`src/rtl/plab4_net_router_tdm_sched_pkg.sv`:
```
// Shared definitions for the TDM output scheduler: FSM encoding, request
// indexing and round-robin pointer reset value.
package plab4_net_router_tdm_sched_pkg;

    typedef enum logic {
        STATE_ACTIVE = 1'b0,
        STATE_GUARD  = 1'b1
    } state_e;

    localparam int MAX_DOMAINS       = 4;
    localparam int INPUTS_PER_DOMAIN = 3;
    localparam int DOMAIN_NBITS      = $clog2(MAX_DOMAINS);

    localparam logic [2:0] RR_PTR_RESET = 3'b001;

    // Flat request/grant bit position of input i of domain d
    function automatic int req_idx(input int d, input int i);
        return d * INPUTS_PER_DOMAIN + i;
    endfunction

endpackage

```
`src/rtl/plab4_net_tdm_rr_slice.sv`:
```
// 3-input round-robin selector for one security domain; the one-hot pointer
// marks the highest-priority input and moves one past each granted input.
module plab4_net_tdm_rr_slice
    import plab4_net_router_tdm_sched_pkg::*;
(
    input  logic       clk,
    input  logic       reset,
    input  logic       en,
    input  logic [2:0] reqs,
    output logic [2:0] grants
);

    logic [2:0] ptr;
    logic [2:0] rot;
    logic [2:0] pick;
    logic [2:0] sel;

    // Rotate so bit 0 is the pointer position, take the lowest set bit,
    // then rotate back to input order.
    always_comb begin
        rot = reqs;
        sel = 3'b000;
        case (ptr)
            3'b010:  rot = {reqs[0], reqs[2], reqs[1]};
            3'b100:  rot = {reqs[1], reqs[0], reqs[2]};
            default: rot = reqs;
        endcase
        pick = rot & (~rot + 3'd1);
        case (ptr)
            3'b010:  sel = {pick[1], pick[0], pick[2]};
            3'b100:  sel = {pick[0], pick[2], pick[1]};
            default: sel = pick;
        endcase
    end

    assign grants = en ? sel : 3'b000;

    always_ff @(posedge clk or negedge reset) begin
        if (!reset)
            ptr <= RR_PTR_RESET;
        else if (|grants)
            ptr <= {grants[1:0], grants[2]};
    end

endmodule

```
`src/rtl/plab4_net_router_tdm_sched.sv`:
```
// Time-division scheduler for one router output shared by security domains.
// Optional per-domain idle counters are built when PLAB4_NET_TDM_IDLE_CNT_EN is defined.
module plab4_net_router_tdm_sched
    import plab4_net_router_tdm_sched_pkg::*;
#(
    parameter int p_num_domains = 2,
    parameter int p_slot_len    = 8,
    parameter int p_guard_len   = 1,
    parameter int p_sel_nbits   = $clog2(3*p_num_domains)
)(
    input  logic                         clk,
    input  logic                         reset,
    input  logic [3*p_num_domains-1:0]   reqs,
    input  logic                         out_rdy,
    output logic [3*p_num_domains-1:0]   grants,
    output logic                         out_val,
    output logic [p_sel_nbits-1:0]       xbar_sel,
    output logic [DOMAIN_NBITS-1:0]      cur_domain,
    output logic                         in_guard
`ifdef PLAB4_NET_TDM_IDLE_CNT_EN
    ,
    output logic [16*p_num_domains-1:0]  idle_cnt
`endif
);

    localparam logic [7:0]              SLOT_LAST   = 8'(p_slot_len - 1);
    localparam logic [7:0]              GUARD_START = 8'(p_slot_len - p_guard_len);
    localparam logic [DOMAIN_NBITS-1:0] LAST_DOMAIN = DOMAIN_NBITS'(p_num_domains - 1);

    state_e     state;
    logic [7:0] slot_cnt;
    logic [7:0] slot_nxt;
    logic       wrap;

    assign wrap     = (slot_cnt == SLOT_LAST);
    assign slot_nxt = wrap ? 8'd0 : slot_cnt + 8'd1;

    // Slot timing is free-running: traffic never influences it.
    always_ff @(posedge clk or negedge reset) begin
        if (!reset) begin
            slot_cnt   <= 8'd0;
            cur_domain <= '0;
            state      <= STATE_ACTIVE;
        end else begin
            slot_cnt <= slot_nxt;
            if (wrap)
                cur_domain <= (cur_domain == LAST_DOMAIN) ? '0 : cur_domain + 1'b1;
            case (state)
                STATE_ACTIVE: if (slot_nxt == GUARD_START) state <= STATE_GUARD;
                STATE_GUARD:  if (wrap) state <= STATE_ACTIVE;
                default:      state <= STATE_ACTIVE;
            endcase
        end
    end

    assign in_guard = (state == STATE_GUARD);

    logic [p_num_domains-1:0]      en;
    logic [p_num_domains-1:0][2:0] slice_grants;

    for (genvar d = 0; d < p_num_domains; d++) begin : g_dom
        localparam int BASE = req_idx(d, 0);
        // Gating with reset forces grants low the instant reset asserts.
        assign en[d] = reset && (state == STATE_ACTIVE) && out_rdy &&
                       (cur_domain == DOMAIN_NBITS'(d));
        plab4_net_tdm_rr_slice u_rr (
            .clk    (clk),
            .reset  (reset),
            .en     (en[d]),
            .reqs   (reqs[BASE +: 3]),
            .grants (slice_grants[d])
        );
    end

    assign grants  = slice_grants;
    assign out_val = |grants;

    logic [2:0] cur_grant;
    logic [1:0] gidx;

    always_comb begin
        cur_grant = 3'b000;
        for (int d = 0; d < p_num_domains; d++)
            cur_grant = cur_grant | slice_grants[d];
        case (cur_grant)
            3'b010:  gidx = 2'd1;
            3'b100:  gidx = 2'd2;
            default: gidx = 2'd0;
        endcase
    end

    // With no grant this still points at the current domain's input 0.
    assign xbar_sel = p_sel_nbits'({3'b000, cur_domain} * 5'd3 + {3'b000, gidx});

`ifdef PLAB4_NET_TDM_IDLE_CNT_EN
    logic [p_num_domains-1:0][15:0] idle_q;

    always_ff @(posedge clk or negedge reset) begin
        if (!reset) begin
            idle_q <= '0;
        end else begin
            for (int d = 0; d < p_num_domains; d++)
                if ((cur_domain == DOMAIN_NBITS'(d)) && (state == STATE_ACTIVE) && out_rdy &&
                    (reqs[req_idx(d, 0) +: 3] == 3'b000) && (idle_q[d] != 16'hFFFF))
                    idle_q[d] <= idle_q[d] + 16'd1;
        end
    end

    assign idle_cnt = idle_q;
`endif

endmodule

```
`config.mk`:
```
export PLATFORM = sky130hd
export DESIGN_NAME = plab4_net_router_tdm_sched
export DESIGN_NICKNAME = d
export VERILOG_FILES = /design/src/rtl/plab4_net_router_tdm_sched_pkg.sv /design/src/rtl/plab4_net_tdm_rr_slice.sv /design/src/rtl/plab4_net_router_tdm_sched.sv
export SDC_FILE = /design/constraint.sdc
export NUM_CORES = 1
export LEC_CHECK = 0
export BUFFER_PORTS_ARGS = -buffer_cell sky130_fd_sc_hd__buf_2
export CAP_MARGIN = 25
export CORE_ASPECT_RATIO = 0.9
export CORE_UTILIZATION = 55
export DETAILED_ROUTE_END_ITERATION = 16
export GPL_ROUTABILITY_DRIVEN = 0
export PLACE_DENSITY = 0.87
export SLEW_MARGIN = 20
export SYNTH_ARGS = -nofsm -noshare
export SYNTH_HDL_FRONTEND = slang
export SYNTH_SLANG_ARGS = --single-unit
```
`constraint.sdc`:
```
create_clock -name clk -period 9.4 [get_ports clk]
set_clock_uncertainty 0.1 [all_clocks]
set_input_delay 1.41 -clock clk [delete_from_list [all_inputs] [get_ports clk]]
set_output_delay 1.41 -clock clk [all_outputs]
set_load 0.005 [all_outputs]
```
---- Word level (Yosys, flattened, before mapping) ----
Index checks and enable logic that the tools add are counted.
word-level totals
  input port bits ......................... 9
  flip-flop bits (word level) ............. 17
cells by class
  reductions and logical operators ........ 8
  bitwise gates (word level) .............. 6
  add/sub/neg operators ................... 5
  eq/ne operators ......................... 9
  multiplexer cells ....................... 12
  multipliers ............................. 1
operators with widths
  operator                                                            number
  3-bit case mux with 2 select lines                                  4
  8-bit by 3-bit == test with 1-bit output, second input constant     2
  3-bit by 2-bit == test with 1-bit output, second input constant     3
  3-bit == test, second input constant                                3
  8-bit by 1-bit adder with 8-bit output, second input constant       1
  8-bit two-way mux                                                   1
  3-bit by 1-bit adder with 3-bit output, second input constant       2
  3-bit bitwise AND                                                   2
  3-bit two-way mux                                                   2
  3-bit inverter                                                      2
  3-bit OR reduction                                                  2
  6-bit OR reduction                                                  1
  1-bit logical AND                                                   4
  2-bit case mux with 2 select lines                                  1
  3-bit by 2-bit adder with 3-bit output                              1
  2-bit by 2-bit multiplier with 3-bit output, second input constant  1
  3-bit OR                                                            1
  2-bit by 1-bit adder with 2-bit output, second input constant       1
  2-bit by 1-bit == test with 1-bit output, second input constant     1
  2-bit zero test                                                     1
  1-bit two-way mux                                                   2
  2-bit two-way mux                                                   1
  1-bit case mux with 2 select lines                                  1
  1-bit inverter                                                      1

---- Depth between registers and ports, before layout ----
Gate-level depths: netlist of the first run.
  depth in word-level cells ............... 11
  gate-level depth with buffers ........... 12

---- Modules after synthesis ----
From an unflattened synthesis of the first run, not the netlist that was laid out.
second synthesis, totals
  cells, all modules ...................... 120
  area total of the unflattened synthesis .. 1148.6 um2
by module, submodules not included
  module                      cells each  area an instance (um2)  seq. area each (um2)  instances
  plab4_net_router_tdm_sched  70          703.2                   275.3                 1
  plab4_net_tdm_rr_slice      25          222.7                   76.3                  2

---- Least setup slack after synthesis of the first run ----
OpenSTA, ideal clock, no wires.
  path kind ............................... input to output
  start point ............................. input port out_rdy
  end point ............................... output port xbar_sel[2]
  cell stages on the path ................. 10
  slack ................................... 4.611 ns
  buffers on the path ..................... 1
  arrival ................................. 3.279 ns
  path through ............................ and4b_1 and4_1 buf_4 nor4_1 o21ai_1 fa_1 inv_1 ha_1 xor2_1 xnor2_1
between the ends
  longest elaborated chain between the ends .. 7
  elaborated cells on any way between the ends .. 10
ends and longest elaborated chain
  item                                                                       line                              RTL
  start, declared                                                            plab4_net_router_tdm_sched.sv:14  input logic out_rdy,
  1-bit logical AND (*) (2 in series)                                        plab4_net_router_tdm_sched.sv:64  assign en[d] = reset && (state == STATE_ACTIVE) && out_rdy &&
  3-bit two-way mux (*)                                                      plab4_net_tdm_rr_slice.sv:36      assign grants = en ? sel : 3'b000;
  net grants[4]                                                              plab4_net_router_tdm_sched.sv:15  output logic [3*p_num_domains-1:0] grants,
  3-bit OR (*)                                                               plab4_net_router_tdm_sched.sv:84  cur_grant = cur_grant | slice_grants[d];
  3-bit == test or 3-bit by 2-bit == test with 1-bit output (tied branches)  plab4_net_router_tdm_sched.sv:85  case (cur_grant)
  2-bit case mux with 2 select lines (*)                                     plab4_net_router_tdm_sched.sv:85
  3-bit by 2-bit adder with 3-bit output (*)                                 plab4_net_router_tdm_sched.sv:93  assign xbar_sel = p_sel_nbits'({3'b000, cur_domain} * 5'd3 + {3'b000, gidx});
  end, declared                                                              plab4_net_router_tdm_sched.sv:17  output logic [p_sel_nbits-1:0] xbar_sel,
Mark *: on every way through the listed nets, which the timed path passes. The rest lies on a longest branch.

---- Worst setup path after layout of the first run ----
  start point ............................. input port reset
  end point ............................... output port xbar_sel[2]
between the ends
  longest elaborated chain between the ends .. 8
  elaborated cells on any way between the ends .. 11
ends and longest elaborated chain
  item                                                                       line                              RTL
  start, declared                                                            plab4_net_router_tdm_sched.sv:12  input logic reset,
  1-bit logical AND (*) (2 in series)                                        plab4_net_router_tdm_sched.sv:64
  1-bit logical AND                                                          plab4_net_router_tdm_sched.sv:64
  3-bit two-way mux                                                          plab4_net_tdm_rr_slice.sv:36
  3-bit OR (*)                                                               plab4_net_router_tdm_sched.sv:84
  3-bit == test or 3-bit by 2-bit == test with 1-bit output (tied branches)  plab4_net_router_tdm_sched.sv:85
  2-bit case mux with 2 select lines (*)                                     plab4_net_router_tdm_sched.sv:85
  3-bit by 2-bit adder with 3-bit output (*)                                 plab4_net_router_tdm_sched.sv:93
Every way passes the cells marked *; elsewhere a longest branch is shown, timed or not.

==> parameters.txt, run 1 <==
Parameter                              Value

Layout
  Final nets ... 152
  Antenna cells ... 0
  Area taken by multi-input logic gates ... 628 sq um
  Count of filler cells inserted in the layout ... 132
  Combined flip-flop and latch cell area ... 428 sq um
  Share of cells above drive strength 1 ... 0.246
  Synthesis-to-finish area growth ... 13.1%

Routing
  First-iteration detailed-routing DRC count ... 23
  Routed Wire Length ... 2230 um
  Total number of vias ... 912
  # DRC ... 0
  Pre-antenna DRT Iters ... 4
  Routed wirelength normalized by instance count ... 14.1 um
  Post-detailed-route count of antenna-violating nets ... 0
  Detail-routed via count per cell ... 5.77

Floorplanning
  Number of top-level pins ... 22
  Die width ... 49.1 um
  Area of the core ... 1770 sq um
  Standard-cell rows ... 14
  Area enclosed by the die boundary ... 2180 sq um
  Effective utilization at floorplan ... 0.620
  Die Y-Extent ... 44.4 um

Hold path
  Worst hold path class ... reg -> reg
  Worst hold path cell count ... 2

Pwr
  PD cells ... 144 nW/um^2
  Static power due to leakage ... 0.691 nW
  Cell internal power dissipation ... 0.123 mW
  Psw ... 0.0552 mW
  Portion of total power attributed to combinational logic ... 0.229
  Fraction of power consumed by the clock network ... 0.212
  Register share of total power ... 0.559
  Switching Fraction ... 0.310
  VDD IR-drop max ... 0.000106 V

Clock network
  TritonCTS Buffers ... 3
  CTS tree ... built
  Setup repair bufs after CTS ... 0
  CTS Sinks ... 17
  Clock Latency Late Sink ... 0.29 ns
  Longest Clk Path Bufs ... 2
  Master cell of the clock root buffer ... clkbuf_4
  Hold Buf Count CTS ... 0
  Register clock-pin slew on the reported worst setup and hold paths ... 0.10 ns
  Maximum level of the CTS H-tree ... 1
  Resized Gates After CTS ... 0

Global routing
  Wire length of the first global-routing pass ... 3810 um
  Number of antenna violations at the first check in global routing ... 0
  Residual overflow from global routing ... 0
  Pin count of the biggest net entering global routing ... 20
  All-layer global routing usage ... 0.240
  Via count of the first global-routing pass ... 856

Timing
  Tcrit/Tclk final ... 0.558
  Number of hold violations in the final report ... 0
  Final hold slack ... 0.406 ns
  Final-report max-slew violation count ... 0
  Slew HR ... 0.741
  Number of failing setup endpoints in the final timing report ... 0
  Pin slew with the least headroom to its limit ... 0.389 ns
  Min cycle time layout ... 5.25 ns
  RSZ-0062 raised after global routing ... no
  FMAX ... 191 MHz
  Setup TNS ... 0 ns

Worst setup path
  Sort of element at the end of the critical path ... primary output
  WP data required ... 7.89 ns
  Critical Path Source Type ... input pin
  Register-to-Register Setup Slack ... 7.48 ns
  Data arrival time of the worst path ... 3.74 ns
  Worst reg2reg path depth ... 7
  Worst Setup Path Type ... in -> out
  CP Max Fanout ... 19

Yosys
  Synthesized net count ... 128
  Combined area of all synthesized cells ... 1100 sq um
  Portion of the post-synthesis area used by sequential elements ... 0.390
  Synth warnings ... 0
  Flops & latches, synth ... 17
  Syn avg cell area ... 9.89 sq um
  Number of distinct library cell variants in the gate-level netlist after synthesis ... 41
  Number of standard cells after synthesis ... 111

Outcome
  Run status ... complete, no violations

Job
  Number of maximum-capacitance violations ... 0

Place
  Final HPWL DP ... 1760 um
  Count of input and output buffers ... 21
==> metrics by stage <==
step | area (sq um) | std cells | setup WS (ns) | util | total power, mW
final | 1240 | 158 | 4.15 | 0.702 | 0.178
after global routing | 1240 | 158 | 3.92 | 0.702 | 0.192
after CTS | 1240 | 158 | 4.13 | 0.702 | 0.180
after detailed placement | 1210 | 154 | 4.14 | 0.686 | 0.142
after global placement | 1210 | 154 | 4.19 | 0.686 | 0.138
after floorplan | 1100 | 111 | 4.61 | - | 0.127
==> per-layer routing <==
metal  global-route usage  up-vias  wire (um)
met5                    0        -          0
met4                0.182        0         95
met3               0.0619       10         87
met2                0.386       26       1090
met1                0.280      427        964
li1                     -      449          -
==> registers in the layout, summed over array words and instances (netlist names) <==
register,count
g_dom.u_rr.ptr,6
slot_cnt,8
cur_domain,2
in_guard,1
==> synthesized netlist by cell type (all sizes together) <==
cell type / count / area, sq um
and4b: 3 / 30.0
o21ai: 6 / 30.0
dfrtp: 15 / 375
ha: 7 / 87.6
nor4: 2 / 18.8
nand3b: 1 / 7.51
a31oi: 2 / 12.5
o22ai: 1 / 6.26
nor3: 2 / 10.0
dfstp: 2 / 52.6
o211a: 2 / 20.0
or3b: 1 / 8.76
xor2: 5 / 43.8
and4: 1 / 8.76
nor3b: 2 / 20.0
fa: 1 / 20.0
inv: 6 / 22.5
o311a: 1 / 10.0
nand2: 10 / 37.5
nor2: 12 / 47.6
a21oi: 3 / 15.0
o21bai: 1 / 7.51
mux2: 1 / 15.0
buf: 2 / 18.8
nand2b: 2 / 12.5
and3b: 1 / 8.76
a22oi: 1 / 7.51
xnor2: 4 / 35.0
nand4: 1 / 6.26
o2111a: 1 / 11.3
o22a: 1 / 8.76
o41ai: 1 / 16.3
and3: 2 / 12.5
nand3: 3 / 15.0
a21o: 5 / 37.5
==> cell type report <==
cell class / count / area share
Clock buffer: 3 / 0.0181
Clock inverter: 1 / 0.00403
Inverter: 6 / 0.0181
Multi-Input combinational cell: 86 / 0.506
Sequential cell: 17 / 0.345
Tap cell: 24 / 0.0242
Timing Repair Buffer: 21 / 0.0847
==> worst paths after layout <==
kind,end,start
min in group asynchronous,slot_cnt[3],reset
min reg2reg,g_dom[0].u_rr.ptr[0],g_dom[0].u_rr.ptr[0]
min,g_dom[0].u_rr.ptr[0],g_dom[0].u_rr.ptr[0]
max reg2reg,g_dom[0].u_rr.ptr[2],cur_domain[0]
max,xbar_sel[2],reset
max in group asynchronous,g_dom[1].u_rr.ptr[0],reset
==> placed cells by master (no fill, tap or decap), types with 2 or more instances in the layout <==
cell / synthesis / routed
buf_2: 0 / 21
inv_1: 5 / 5
ha_1: 7 / 7
a21oi_1: 3 / 3
xor2_1: 5 / 5
nand2b_1: 2 / 2
a21o_1: 5 / 5
a31oi_1: 2 / 2
dfstp_2: 2 / 2
and3_1: 2 / 2
nor2_1: 11 / 11
nand3_1: 3 / 3
clkbuf_4: 0 / 3
and4b_1: 3 / 3
nor3_1: 2 / 2
o21ai_0: 3 / 3
dfrtp_1: 15 / 15
o21ai_1: 3 / 3
o211a_1: 2 / 2
xnor2_1: 4 / 4
nand2_1: 10 / 10
==> critical path: stages <==
cell     delay, ns
buf_2         0.33
and4b_1       0.31
nand2_1       0.09
a21oi_1       0.29
nor4_1        0.08
o21ai_1       0.11
fa_1          0.43
inv_1         0.07
ha_1          0.16
xor2_1        0.18
xnor2_1       0.14
buf_2         0.14
==> power by group through the flow <==
| stage | combinational (mW) | sequential [mW] | clock, mW |
|---|---|---|---|
| global route | 0.0462 | 0.103 | 0.0430 |
| floorplan | 0.0298 | 0.0972 | 0 |
| CTS | 0.0410 | 0.0993 | 0.0393 |
| global placement | 0.0386 | 0.0997 | 0 |
| finish | 0.0409 | 0.0997 | 0.0378 |
| detailed placement | 0.0407 | 0.101 | 0 |
==> cells by family after synthesis <==
logic type,count (synthesis),share of synthesized area
buffers and inverters,8,0.0376
AND/OR/NAND/NOR,43,0.222
adder cells (fa/ha/maj),8,0.0981
XOR/XNOR,9,0.0718
flip-flops,17,0.390
AO/OA/AOI/OAI,25,0.166
multiplexers,1,0.0137
(Power assumes the default switching activity.)
==> inputs of run 2 (changes only) <==
- CORE_UTILIZATION: 55 -> 48
- PLACE_DENSITY: 0.87 -> 0.81
- clock period: 9.4 -> 4.66 ns (I/O delays scaled with it)
==> parameters.txt, run 2 (same netlist as run 1, synthesis figures left out) <==
Parameter                              Value

Layout
  Final nets ... 152 (unchanged)
  Flip-flop count of the largest register, all copies and words added ... 8 (unchanged)
  Most common cell after layout, fill and taps aside ... buf_2 (unchanged)
  Top reg by flops ... slot_cnt (unchanged)
  Synthesis-to-finish area growth ... 13.5% (was 13.1%)
  Antenna cells ... 0 (unchanged)
  Commonest cells after routing, fill and taps aside ... buf_2, dfrtp_1, nor2_1 (unchanged)
  Share of cells above drive strength 1 ... 0.246 (unchanged)
  Largest registers in the final layout ... slot_cnt x8, g_dom.u_rr.ptr x6, cur_domain x2 (unchanged)

Routing
  Total number of vias ... 924 (was 912)
  Met1 Wirelength ... 992 um (was 964 um)
  Pre-antenna DRT Iters ... 4 (unchanged)
  Met2 routed WL ... 1140 um (was 1090 um)
  Post-detailed-route count of antenna-violating nets ... 0 (unchanged)
  Highest routed metal layer ... met4 (unchanged)
  Total length of routed met3 wires ... 101 um (was 87 um)
  Detail-routed via count per cell ... 5.74 (was 5.77)
  Routed Wire Length ... 2250 um (was 2230 um)
  Routed wirelength normalized by instance count ... 14.0 um (was 14.1 um)
  First-iteration detailed-routing DRC count ... 20 (was 23)
  # DRC ... 0 (unchanged)

Worst setup path
  WP data required ... 3.86 ns (was 7.89 ns)
  Sort of element at the end of the critical path ... primary output (unchanged)
  Critical Path Source Type ... register (was input pin)
  Data arrival time of the worst path ... 3.11 ns (was 3.74 ns)
  CP Max Fanout ... 5 (was 19)
  Worst Setup Path Type ... reg -> out (was in -> out)

Global routing
  All-layer global routing usage ... 0.204 (was 0.240)
  Residual overflow from global routing ... 0 (unchanged)
  Via count of the first global-routing pass ... 826 (was 856)
  Pin count of the biggest net entering global routing ... 20 (unchanged)
  Wire length of the first global-routing pass ... 3590 um (was 3810 um)
  Number of antenna violations at the first check in global routing ... 0 (unchanged)

Hold path
  Worst hold path class ... in -> async (was reg -> reg)

Timing
  Number of hold violations in the final report ... 0 (unchanged)
  Worst setup margin ... 0.752 ns (was 4.15 ns)
  RSZ-0062 raised after global routing ... no (unchanged)
  Final-report max-slew violation count ... 0 (unchanged)
  Pin slew with the least headroom to its limit ... 0.410 ns (was 0.389 ns)
  FMAX ... 256 MHz
  Tcrit/Tclk final ... 0.839
  Slew HR ... 0.727 (was 0.741)
  Number of failing setup endpoints in the final timing report ... 0 (unchanged)
  Setup TNS ... 0 ns (unchanged)
  Min cycle time layout ... 3.91 ns

Pwr
  Switching Fraction ... 0.311 (was 0.310)
  PD cells ... 289 nW/um^2 (was 144 nW/um^2)
  Portion of total power attributed to combinational logic ... 0.228 (was 0.229)
  Fraction of power consumed by the clock network ... 0.213 (was 0.212)
  VDD IR-drop max ... 0.000168 V (was 0.000106 V)
  Psw ... 0.112 mW (was 0.0552 mW)
  Static power due to leakage ... 0.691 nW (unchanged)
  Cell internal power dissipation ... 0.248 mW (was 0.123 mW)
  Register share of total power ... 0.560 (was 0.559)

Clock network
  Resized Gates After CTS ... 0 (unchanged)
  Clock Latency Late Sink ... 0.29 ns (about the same)
  CTS Sinks ... 17 (unchanged)
  Longest Clk Path Bufs ... 2 (unchanged)
  Master cell of the clock root buffer ... clkbuf_4 (unchanged)
  Maximum level of the CTS H-tree ... 1 (unchanged)
  Setup repair bufs after CTS ... 0 (unchanged)
  Register clock-pin slew on the reported worst setup and hold paths ... 0.10 ns (about the same)
  CTS tree ... built (unchanged)
  TritonCTS Buffers ... 3 (unchanged)
  Hold Buf Count CTS ... 0 (unchanged)

Floorplanning
  Area of the core ... 2160 sq um (was 1770 sq um)
  Effective utilization at floorplan ... 0.508 (was 0.620)
  Die Y-Extent ... 47.4 um (was 44.4 um)
  Standard-cell rows ... 16 (was 14)
  Area enclosed by the die boundary ... 2480 sq um (was 2180 sq um)
  Die width ... 52.4 um (was 49.1 um)
  Number of top-level pins ... 22 (unchanged)

Place
  Worst slack, placed ... 0.739 ns (was 4.14 ns)
  Final HPWL DP ... 1780 um (was 1760 um)
  Count of input and output buffers ... 21 (unchanged)

Outcome
  Run status ... complete, no violations (unchanged)

Job
  Number of maximum-capacitance violations ... 0 (unchanged)
## run 2: cell counts in the layout (fill, tap and decap cells not counted)
Identical to the previous run, type by type.
## run 2: critical path, stage by stage, from the launching register on
cell     delay, ns
dfrtp_1       0.40
inv_1         0.12
ha_1          0.21
and4b_1       0.24
and4_1        0.27
nor4_1        0.25
o21ai_1       0.12
fa_1          0.50
inv_1         0.04
ha_1          0.19
xor2_1        0.18
xnor2_1       0.15
buf_2         0.14
## run 2: path summary, 6_finish.rpt
| kind | depth (start not counted) | slack [ns] | start | end |
|---|---|---|---|---|
| min in group clk | 2 | 0.41 | g_dom[0].u_rr.ptr[0] | g_dom[0].u_rr.ptr[0] |
| worst max register to register | 7 | 2.76 | cur_domain[0] | g_dom[0].u_rr.ptr[2] |
| max in group asynchronous | 1 | 3.91 | reset | g_dom[0].u_rr.ptr[0] |
| worst min register to register | 2 | 0.41 | g_dom[0].u_rr.ptr[0] | g_dom[0].u_rr.ptr[0] |
| worst min-delay path | 1 | 0.23 | reset | g_dom[0].u_rr.ptr[2] |
| worst max-delay path | 12 | 0.75 | cur_domain[1] | xbar_sel[2] |
## run 2: per-layer routing
metal	GRT usage	vias to the layer above
li1	-	444
met1	0.251	443
met2	0.365	33
met3	0.0291	4
met4	0.0842	0
met5	0	-
## run 2: stage by stage
| step | hold WS, ns | std cells | cell area, sq um | util | power, mW |
|---|---|---|---|---|---|
| finish | 0.226 | 161 | 1240 | 0.576 | 0.360 |
| detailed placement | 0.394 | 157 | 1220 | 0.563 | 0.287 |
| global placement | 0.393 | 157 | 1220 | 0.563 | 0.280 |
| global route | 0.232 | 161 | 1240 | 0.576 | 0.386 |
| floorplan | 0.303 | 111 | 1100 | - | 0.256 |
| CTS | 0.219 | 161 | 1240 | 0.576 | 0.366 |
## run 2: area by class of cell
type | count | area [sq um]
Clock buffer | 3 | 22.5
Clock inverter | 1 | 5.00
Fill cell | 200 | 917
Inverter | 6 | 22.5
Multi-Input combinational cell | 86 | 628
Sequential cell | 17 | 428
Tap cell | 27 | 33.8
Timing Repair Buffer | 21 | 105
## run 2: power by group through the flow
stage          Clock, mW  Sequential [mW]  Combinational (mW)
6_report          0.0766            0.202              0.0820
5_1_grt           0.0877            0.206              0.0926
4_1_cts           0.0815            0.201              0.0833
3_5_place_dp           0            0.204              0.0831
3_3_place_gp           0            0.202              0.0784
2_1_floorplan          0            0.196              0.0601
==> inputs of run 3 (changes only) <==
- clock period: 4.66 -> 3.27 ns (I/O delays scaled with it)
==> parameters.txt, run 3 (same netlist as run 1, synthesis figures left out) <==
Parameter                              Value

Floorplanning
  Effective utilization at floorplan ... 0.508 (unchanged)
  Die width ... 52.4 um (unchanged)
  Area enclosed by the die boundary ... 2480 sq um (unchanged)
  Area of the core ... 2160 sq um (unchanged)
  Die Y-Extent ... 47.4 um (unchanged)
  Standard-cell rows ... 16 (unchanged)
  Number of top-level pins ... 22 (unchanged)

Routing
  Total length of routed met3 wires ... 121 um (was 101 um)
  Met1 Wirelength ... 1060 um (was 992 um)
  Routed Wire Length ... 2480 um (was 2250 um)
  Post-detailed-route count of antenna-violating nets ... 0 (unchanged)
  Met2 routed WL ... 1300 um (was 1140 um)
  Detail-routed via count per cell ... 5.47 (was 5.74)
  First-iteration detailed-routing DRC count ... 18 (was 20)
  Highest routed metal layer ... met4 (unchanged)
  Total number of vias ... 984 (was 924)
  # DRC ... 0 (unchanged)
  Pre-antenna DRT Iters ... 4 (unchanged)
  Routed wirelength normalized by instance count ... 13.8 um (was 14.0 um)

Layout
  Largest registers in the final layout ... slot_cnt x8, g_dom.u_rr.ptr x6, cur_domain x2 (unchanged)
  Flip-flop count of the largest register, all copies and words added ... 8 (unchanged)
  Share of cells above drive strength 1 ... 0.392 (was 0.246)
  Final Util ... 0.664 (was 0.576)
  Synthesis-to-finish area growth ... 30.8% (was 13.5%)
  Post-route cell area ... 1440 sq um (was 1240 sq um)
  Most common cell after layout, fill and taps aside ... buf_2 (unchanged)
  Top reg by flops ... slot_cnt (unchanged)
  Antenna cells ... 0 (unchanged)
  Final nets ... 171 (was 152)
  Commonest cells after routing, fill and taps aside ... buf_2, buf_4, dfrtp_1 (was buf_2, dfrtp_1, nor2_1)
  Count of filler cells inserted in the layout ... 174 (was 200)

Timing
  Number of hold violations in the final report ... 0 (unchanged)
  FMAX ... 297 MHz
  Final-report max-slew violation count ... 0 (unchanged)
  RSZ-0062 raised after global routing ... yes (was no)
  Setup TNS ... -0.100 ns (was 0 ns)
  Number of failing setup endpoints in the final timing report ... 1 (was 0)
  Tcrit/Tclk final ... 1.03
  Min cycle time layout ... 3.37 ns
  Worst setup margin ... -0.100 ns (was 0.752 ns)
  Slew HR ... 0.784 (was 0.727)
  Pin slew with the least headroom to its limit ... 0.321 ns (was 0.410 ns)

Worst setup path
  Number of buffer and inverter instances along the worst setup path ... 2 (was 3)
  Crit-path most repeated cell ... o21ai_1
  Critical Path Source Type ... register (unchanged)
  Crit path max-delay cell type ... fa_1 (unchanged)
  Worst Setup Path Type ... reg -> out (unchanged)
  Sort of element at the end of the critical path ... primary output (unchanged)
  Cell class contributing the biggest share of worst-path delay ... compound AO/OA/AOI/OAI gates (was adder cells)
  Beginning of the worst register-to-register path ... g_dom[1].u_rr.ptr[1] (was cur_domain[0])
  Endpoint of the worst setup timing path ... xbar_sel[2] (unchanged)
  Start point of the critical path ... g_dom[1].u_rr.ptr[1] (was cur_domain[1])
  Logic depth of the worst path, buffers included ... 11 (was 12)
  WP data required ... 2.68 ns (was 3.86 ns)
  Slowest stage delay, CP ... 0.51 ns (was 0.50 ns)
  CP Max Fanout ... 4 (was 5)
  Critical path, cell by cell ... o21ai_1 > o22a_1 > o211a_1 > nor4_2 > o21ai_1 > fa_1 > inv_2 > ha_4 > xor2_2 > xnor2_1 > buf_2 (was inv_1 > ha_1 > and4b_1 > and4_1 > nor4_1 > o21ai_1 > fa_1 > inv_1 > ha_1 > xor2_1 > xnor2_1 > buf_2)
  Register-to-Register Setup Slack ... 1.45 ns (was 2.76 ns)
  Worst reg2reg path depth ... 7 (unchanged)
  Critical R2R Capture ... g_dom[1].u_rr.ptr[1] (was g_dom[0].u_rr.ptr[2])
  Data arrival time of the worst path ... 2.78 ns (was 3.11 ns)

Place
  Worst slack, placed ... -0.0707 ns (was 0.739 ns)
  Count of input and output buffers ... 21 (unchanged)
  Post-place instance area ... 1290 sq um (was 1220 sq um)
  Final HPWL DP ... 1820 um (was 1780 um)

Outcome
  Run status ... complete, but fails checks (was complete, no violations)
  Violated checks ... setup timing

Hold path
  Worst hold path class ... in -> async (unchanged)

Global routing
  Via count of the first global-routing pass ... 939 (was 826)
  Residual overflow from global routing ... 0 (unchanged)
  Wire length of the first global-routing pass ... 3880 um (was 3590 um)
  All-layer global routing usage ... 0.223 (was 0.204)
  Number of antenna violations at the first check in global routing ... 0 (unchanged)
  Pin count of the biggest net entering global routing ... 12 (was 20)

Pwr
  VDD IR-drop max ... 0.000294 V (was 0.000168 V)
  Static power due to leakage ... 0.778 nW (was 0.691 nW)
  Switching Fraction ... 0.310 (was 0.311)
  Portion of total power attributed to combinational logic ... 0.272 (was 0.228)
  Cell internal power dissipation ... 0.378 mW (was 0.248 mW)
  PD cells ... 382 nW/um^2 (was 289 nW/um^2)
  Register share of total power ... 0.521 (was 0.560)
  Fraction of power consumed by the clock network ... 0.206 (was 0.213)
  Psw ... 0.170 mW (was 0.112 mW)
  PnR Total Power ... 0.548 mW (was 0.360 mW)

Clock network
  CTS Sinks ... 17 (unchanged)
  Master cell of the clock root buffer ... clkbuf_4 (unchanged)
  CTS tree ... built (unchanged)
  Register clock-pin slew on the reported worst setup and hold paths ... 0.10 ns (about the same)
  Hold Buf Count CTS ... 0 (unchanged)
  Clock Latency Late Sink ... 0.29 ns (about the same)
  Longest Clk Path Bufs ... 2 (unchanged)
  TritonCTS Buffers ... 3 (unchanged)
  Maximum level of the CTS H-tree ... 1 (unchanged)

Job
  Number of maximum-capacitance violations ... 0 (unchanged)
run 3: changes by cell type in the layout (fill, tap and decap cells not counted), moves of 2 or more:
cell / delta
buf_4: +19
inv_2: +3
ha_1: -3
inv_1: -3
ha_2: +2
run 3: cell type report:
class	count	area, sq um	area share
clock buffer	4	26.3	0.0183
timing repair buffer	40	254	0.177
inverter	6	22.5	0.0157
multi-input combinational	86	671	0.467
tap	27	33.8	0.0235
sequential	17	428	0.298
run 3: timing repair:
action	CTS	global route
gates resized for setup	8	4
endpoints found under the setup margin	2	2
pin swaps	12	6
buffers inserted	8	1
run 3: worst min-delay path by stage:
| stage | from | depth (start not counted) | end |
|---|---|---|---|
| 2_1_floorplan | reset | 0 | cur_domain[0] |
| 3_3_place_gp | reset | 2 | g_dom[0].u_rr.ptr[1] |
| 3_5_place_dp | reset | 2 | g_dom[0].u_rr.ptr[2] |
| 4_1_cts | reset | 2 | g_dom[0].u_rr.ptr[2] |
| 5_1_grt | reset | 2 | g_dom[0].u_rr.ptr[2] |
| 6_report | reset | 2 | g_dom[0].u_rr.ptr[2] |
run 3: stage by stage:
stage	std cells	hold slack, ns
floorplan	111	0.0949
global placement	167	0.340
detailed placement	167	0.346
CTS	179	0.0201
global route	180	0.0221
finish	180	0.0410
run 3: routing by layer:
layer  vias up  track usage
met3         2       0.0615
met1       473        0.244
met2        26        0.443
li1        483            -
met5         -            0
met4         0       0.0316
run 3: power by group through the flow:
stage | clock (mW) | sequential (mW) | combinational (mW)
finish | 0.113 | 0.286 | 0.149
detailed placement | 0 | 0.290 | 0.122
global route | 0.127 | 0.291 | 0.167
floorplan | 0 | 0.279 | 0.0857
global placement | 0 | 0.286 | 0.117
CTS | 0.118 | 0.285 | 0.137
